$ cat src/rtl/shift_arbiter_if.sv
// Request/result handshake bundle between the two shift requesters, the
// result consumer and shift_arbiter.
interface shift_arbiter_if;
  logic        req0_valid;
  logic        req0_ready;
  logic [31:0] req0_data;
  logic [4:0]  req0_amt;
  logic [1:0]  req0_op;

  logic        req1_valid;
  logic        req1_ready;
  logic [31:0] req1_data;
  logic [4:0]  req1_amt;
  logic [1:0]  req1_op;

  logic        res_valid;
  logic        res_ready;
  logic [31:0] res_data;
  logic        res_id;

  modport master (
    output req0_valid, req0_data, req0_amt, req0_op,
    output req1_valid, req1_data, req1_amt, req1_op,
    output res_ready,
    input  req0_ready, req1_ready, res_valid, res_data, res_id
  );

  modport slave (
    input  req0_valid, req0_data, req0_amt, req0_op,
    input  req1_valid, req1_data, req1_amt, req1_op,
    input  res_ready,
    output req0_ready, req1_ready, res_valid, res_data, res_id
  );
endinterface

$ cat src/rtl/shift_arbiter.sv
// Round-robin arbiter and sequencer for the shared barrel shifter.
// The SHIFT_ARB_STATS_EN macro adds the grant_cnt0/grant_cnt1 counters.
module shift_arbiter #(
  parameter int unsigned CNT_W     = 16,
  parameter bit          PRIO_INIT = 1'b0
) (
  input  logic        clk,
  input  logic        rst,
  shift_arbiter_if.slave bus,
  output logic [31:0] sh_in_data,
  output logic [31:0] sh_shamt_32,
  output logic [1:0]  sh_func,
  input  logic [31:0] sh_out_data
`ifdef SHIFT_ARB_STATS_EN
  ,
  output logic [CNT_W-1:0] grant_cnt0,
  output logic [CNT_W-1:0] grant_cnt1
`endif
);

  typedef enum logic {EMPTY = 1'b0, FULL = 1'b1} state_t;

  state_t      state_q;
  state_t      state_d;
  logic        prio_q;
  logic [31:0] res_data_q;
  logic        res_id_q;

  logic        can_accept;
  logic        gnt_vld;
  logic        gnt_id;
  logic [31:0] gnt_data;
  logic [4:0]  gnt_amt;
  logic [1:0]  gnt_op;

  // Grant selection; nothing is granted while in reset or while blocked.
  always_comb begin
    can_accept = !rst && ((state_q == EMPTY) || bus.res_ready);
    gnt_vld    = 1'b0;
    gnt_id     = 1'b0;
    if (can_accept) begin
      if (bus.req0_valid && bus.req1_valid) begin
        gnt_vld = 1'b1;
        gnt_id  = prio_q;
      end else if (bus.req0_valid) begin
        gnt_vld = 1'b1;
        gnt_id  = 1'b0;
      end else if (bus.req1_valid) begin
        gnt_vld = 1'b1;
        gnt_id  = 1'b1;
      end
    end
    gnt_data = gnt_id ? bus.req1_data : bus.req0_data;
    gnt_amt  = gnt_id ? bus.req1_amt  : bus.req0_amt;
    gnt_op   = gnt_id ? bus.req1_op   : bus.req0_op;
  end

  // Next state, ready outputs and shifter drive.
  always_comb begin
    state_d        = state_q;
    bus.req0_ready = 1'b0;
    bus.req1_ready = 1'b0;
    sh_in_data     = 32'd0;
    sh_shamt_32    = 32'd0;
    sh_func        = 2'd0;

    if (gnt_vld) begin
      bus.req0_ready = !gnt_id;
      bus.req1_ready = gnt_id;
      sh_in_data     = gnt_data;
      sh_func        = gnt_op;
      // Rotates take the amount in the low bits, shifts in bits 10:6.
      if (gnt_op == 2'd0) begin
        sh_shamt_32 = {27'd0, gnt_amt};
      end else begin
        sh_shamt_32 = {21'd0, gnt_amt, 6'd0};
      end
    end

    case (state_q)
      EMPTY: begin
        if (gnt_vld) state_d = FULL;
      end
      FULL: begin
        if (gnt_vld)            state_d = FULL;
        else if (bus.res_ready) state_d = EMPTY;
      end
    endcase
  end

  always_ff @(posedge clk) begin
    if (rst) begin
      state_q    <= EMPTY;
      prio_q     <= PRIO_INIT;
      res_data_q <= 32'd0;
      res_id_q   <= 1'b0;
    end else begin
      state_q <= state_d;
      if (gnt_vld) begin
        res_data_q <= sh_out_data;
        res_id_q   <= gnt_id;
        prio_q     <= ~gnt_id;
      end
    end
  end

  assign bus.res_valid = (state_q == FULL);
  assign bus.res_data  = res_data_q;
  assign bus.res_id    = res_id_q;

`ifdef SHIFT_ARB_STATS_EN
  logic [CNT_W-1:0] cnt0_q;
  logic [CNT_W-1:0] cnt1_q;

  // Accepted-request counters, wrapping at 2^CNT_W.
  always_ff @(posedge clk) begin
    if (rst) begin
      cnt0_q <= '0;
      cnt1_q <= '0;
    end else if (gnt_vld) begin
      if (gnt_id) cnt1_q <= cnt1_q + CNT_W'(1);
      else        cnt0_q <= cnt0_q + CNT_W'(1);
    end
  end

  assign grant_cnt0 = cnt0_q;
  assign grant_cnt1 = cnt1_q;
`else
  logic [CNT_W-1:0] unused_cnt_w;
  assign unused_cnt_w = '0;
`endif

endmodule
$ cat src/flat_wrapper.sv
// flat-port wrapper written by rule: the top's interface ports become plain ports
module shift_arbiter_flat 
#(
  parameter int unsigned CNT_W     = 16,
  parameter bit          PRIO_INIT = 1'b0
)
  (clk, rst, sh_in_data, sh_shamt_32, sh_func, sh_out_data, bus_req0_valid, bus_req0_data, bus_req0_amt, bus_req0_op, bus_req1_valid, bus_req1_data, bus_req1_amt, bus_req1_op, bus_res_ready, bus_req0_ready, bus_req1_ready, bus_res_valid, bus_res_data, bus_res_id);
  shift_arbiter_if bus_i ();
  input  logic clk;
  input  logic rst;
  output logic [31:0] sh_in_data;
  output logic [31:0] sh_shamt_32;
  output logic [1:0] sh_func;
  input  logic [31:0] sh_out_data;
  input wire logic [$bits(bus_i.req0_valid)-1:0] bus_req0_valid;
  input wire logic [$bits(bus_i.req0_data)-1:0] bus_req0_data;
  input wire logic [$bits(bus_i.req0_amt)-1:0] bus_req0_amt;
  input wire logic [$bits(bus_i.req0_op)-1:0] bus_req0_op;
  input wire logic [$bits(bus_i.req1_valid)-1:0] bus_req1_valid;
  input wire logic [$bits(bus_i.req1_data)-1:0] bus_req1_data;
  input wire logic [$bits(bus_i.req1_amt)-1:0] bus_req1_amt;
  input wire logic [$bits(bus_i.req1_op)-1:0] bus_req1_op;
  input wire logic [$bits(bus_i.res_ready)-1:0] bus_res_ready;
  output wire logic [$bits(bus_i.req0_ready)-1:0] bus_req0_ready;
  output wire logic [$bits(bus_i.req1_ready)-1:0] bus_req1_ready;
  output wire logic [$bits(bus_i.res_valid)-1:0] bus_res_valid;
  output wire logic [$bits(bus_i.res_data)-1:0] bus_res_data;
  output wire logic [$bits(bus_i.res_id)-1:0] bus_res_id;
  assign bus_i.req0_valid = bus_req0_valid;
  assign bus_i.req0_data = bus_req0_data;
  assign bus_i.req0_amt = bus_req0_amt;
  assign bus_i.req0_op = bus_req0_op;
  assign bus_i.req1_valid = bus_req1_valid;
  assign bus_i.req1_data = bus_req1_data;
  assign bus_i.req1_amt = bus_req1_amt;
  assign bus_i.req1_op = bus_req1_op;
  assign bus_i.res_ready = bus_res_ready;
  assign bus_req0_ready = bus_i.req0_ready;
  assign bus_req1_ready = bus_i.req1_ready;
  assign bus_res_valid = bus_i.res_valid;
  assign bus_res_data = bus_i.res_data;
  assign bus_res_id = bus_i.res_id;
  shift_arbiter #(.CNT_W(CNT_W), .PRIO_INIT(PRIO_INIT)) u_core (.clk(clk), .rst(rst), .bus(bus_i), .sh_in_data(sh_in_data), .sh_shamt_32(sh_shamt_32), .sh_func(sh_func), .sh_out_data(sh_out_data));
endmodule
$ cat config.mk
export PLATFORM = sky130hd
export DESIGN_NAME = shift_arbiter_flat
export DESIGN_NICKNAME = d
export VERILOG_FILES = /design/src/rtl/shift_arbiter_if.sv /design/src/rtl/shift_arbiter.sv /design/src/flat_wrapper.sv
export SDC_FILE = /design/constraint.sdc
export NUM_CORES = 1
export LEC_CHECK = 0
export CAP_MARGIN = 20
export CORE_AREA = 2 2 85 87
export CTS_CLUSTER_DIAMETER = 30
export DETAILED_ROUTE_END_ITERATION = 10
export DIE_AREA = 0 0 87 89
export PLACE_DENSITY = 0.84
export SYNTH_ARGS = -nofsm -noshare
export SYNTH_HDL_FRONTEND = slang
export SYNTH_SLANG_ARGS = --single-unit
$ cat constraint.sdc
create_clock -name clk -period 4.6 [get_ports clk]
set_input_delay 1.38 -clock clk [delete_from_list [all_inputs] [get_ports clk]]
set_output_delay 1.38 -clock clk [all_outputs]
set_load 0.02 [all_outputs]
==> key figures <==
Outcome
  – Run status: complete, no violations

Power
  – Pwr dens: 222 mW/mm²
  – Max VDD drop: 0.000160 V
  – Lkg Pwr: 1.85 nW

CTS
  – Reg clk slew, reported paths: 0.07 ns
  – # H-tree levels: 2
  – Clk root buf: clkbuf_8
  – Num CTS Buffers: 5
  – Clock tree buffer depth: 2
  – Clock Sinks: 35
  – CTS tree: yes
  – Worst-skew pair later-pin latency: 0.28 ns

Timing
  – Fin worst setup slack: 0.0889 ns
  – Tmin final: 4.51 ns
  – Max-slew violation count: 0
  – Crit share post-route: 98.1%
  – RSZ-0062 raised after global routing: no
  – Final Setup Violations: 0
  – Max Freq: 0.222 GHz
  – Clk_skew: 0.00630 ns
  – Final Hold Fails: 0

Cells and area
  – Final instance area: 0.00407 mm²
  – Area delta synth->final: 92.1%
  – Final #Nets: 552
  – Cell Count, Final, Fillers Out: 518
  – Inserted Diodes: 0
  – Share of cells above drive strength 1: 7.76%
  – Core Util, Final: 60.5%

Setup path
  – CP most frequent cell: clkdlybuf4s50_1
  – CP startpoint kind: primary input
  – Critical path required time: 3.22 ns
  – Worst path slowest cell: clkdlybuf4s50_1
  – Delay-heaviest family, CP: buffers and inverters
  – Reg2Reg Depth: 4
  – Critical Path Max Stage Delay: 0.62 ns
  – Worst Path Max Fanout: 33
  – Buf/Inv on CP: 4
  – Crit. path cell count: 5
  – Crit-path cells: clkdlybuf4s50_1 > buf_4 > and4_1 > buf_12 > clkdlybuf4s50_1
  – Critical path data arrival time: 3.13 ns
  – CP endpoint kind: output pin
  – Critical path type: primary input to output pin

Die
  – Total die area: 0.00774 mm²
  – Rows: 30
  – Die Wd: 87 µm
  – IO Pins: 217
  – Core box area: 0.00672 mm²
  – Chip height: 89 µm
  – Initial Util: 31.5%

Place
  – Setup Slack @ Placement: -0.163 ns
  – Routability congestion estimate: 0.790
  – Placed cell count: 510
  – Post-Place Cell Area: 0.00404 mm²
  – PortBufs: 194
  – Hpwl dp: 6.53 mm

Global route
  – Vias in the first global route: 2357
  – GR Util All Layers: 19.4%
  – Pin count of the biggest net entering global routing: 45
  – Gr ovfl total: 0
  – Initial antenna violation count: 0
  – Global-route wire length before repair: 12.0 mm

Job
  – Max cap viols: 0

Detailed routing
  – WL per Instance: 16.0 µm
  – Vias: 2520
  – Drc violations: 0
  – DR vias/cell: 4.86
  – Final WL: 8.31 mm
  – 1st-iter DRT viols: 70
  – Detail Route Antenna Nets: 0
  – DR pass1 iterations: 4

Synth
  – Syn Inst Count: 247
  – EDFF count, synth: 0
  – Warnings from Yosys: 0
  – FFs w/ async S/R, synth: 0%
  – Synthesized area per cell: 8.57 µm²
  – Top_reg_cell synth: dfxtp_1
  – Synthesized area: 0.00212 mm²
  – Sequential area share after synthesis: 33.1%
  – Synth unique cells: 30
  – #FFs+latches synth: 35

Worst hold path
  – Worst hold stages: 1
  – HP Class: flip-flop to flip-flop
==> metrics by stage <==
step / hold slack, ns / TNS, ns / power, W
6_report: 0.486 / 0 / 0.000903
5_1_grt: 0.503 / 0 / 0.000947
4_1_cts: 0.490 / 0 / 0.000909
3_5_place_dp: 0.474 / -5.41 / 0.000717
3_3_place_gp: 0.461 / -3.44 / 0.000712
2_1_floorplan: 0.502 / 0 / 0.000521
==> metal layers <==
metal  track usage (%)  up-vias  wire length, µm
li1                  -     1239                -
met1              22.9     1160             3250
met3              6.19       10              766
met2              34.3      111             4180
met4              4.97        0              110
met5                 0        -                0
==> Yosys cell counts (2+ instances only) <==
master	count	area, µm²
clkbuf_1	10	37.5
buf_2	4	20.0
a32o_1	4	40.0
a21oi_1	4	20.0
dfxtp_1	35	701
inv_2	2	7.51
o211ai_1	32	240
o21ai_0	2	10.0
inv_1	32	120
nand3_1	2	10.0
o21ai_1	32	160
nor2_1	3	11.3
a32o_2	6	67.6
buf_6	8	90.1
nand2b_1	2	12.5
a22o_1	32	280
buf_4	23	173
nor2b_1	2	12.5
==> logic make-up after synthesis <==
kind of cell	share of synthesized area, %
AND/OR/NAND/NOR	5.67
flip-flops	33.1
other	0.177
buffers and inverters	21.2
AO/OA/AOI/OAI	39.9
==> cell usage in the layout (no fill, tap or decap), types with 4 or more instances in the layout <==
cell             count
buf_4               13
dfxtp_1             35
a21oi_1              4
inv_1               32
o211ai_1            32
clkdlybuf4s50_1    149
a32o_2               6
a22o_1              32
o21ai_1             32
conb_1              22
dlygate4sd2_1       43
clkbuf_8             5
a32o_1               4
==> layout make-up <==
type / count / area [µm²]
fillers: 598 / 2650
inverters: 34 / 128
clock inverters: 1 / 5.00
repair buffers: 207 / 2010
flip-flops and latches: 35 / 701
multi-input cells: 154 / 1050
clock buffers: 7 / 76.3
well taps: 80 / 100
==> repair_timing <==
item / in CTS / in global routing
endpoints found under the setup margin: 43 / 0
hold buffers: 0 / 0
setup buffers: 0 / 0
gates resized for setup: 43 / 0
==> where the power goes <==
part	internal, W	switching, W
logic	0.000186	0.000170
registers	0.000326	0.0000130
clock network	0.000106	0.000102
total	0.000618	0.000285
==> registers in the layout, indices dropped and copies added (netlist names) <==
name	flops
u_core.bus.res_valid	1
u_core.bus.res_data	32
u_core.prio_q	1
u_core.bus.res_id	1
==> path summary, 6_finish.rpt <==
| kind | from | end | slack, ns |
|---|---|---|---|
| min reg2reg | u_core.bus.res_id$_SDFFE_PP0P_ | u_core.bus.res_id$_SDFFE_PP0P_ | 0.49 |
| max reg2reg | u_core.bus.res_valid$_SDFF_PP0_ | u_core.bus.res_id$_SDFFE_PP0P_ | 3.08 |
| max | bus_req0_valid | bus_req0_ready | 0.09 |
| min | u_core.bus.res_id$_SDFFE_PP0P_ | u_core.bus.res_id$_SDFFE_PP0P_ | 0.49 |
Power figures use the tool's default switching activity.
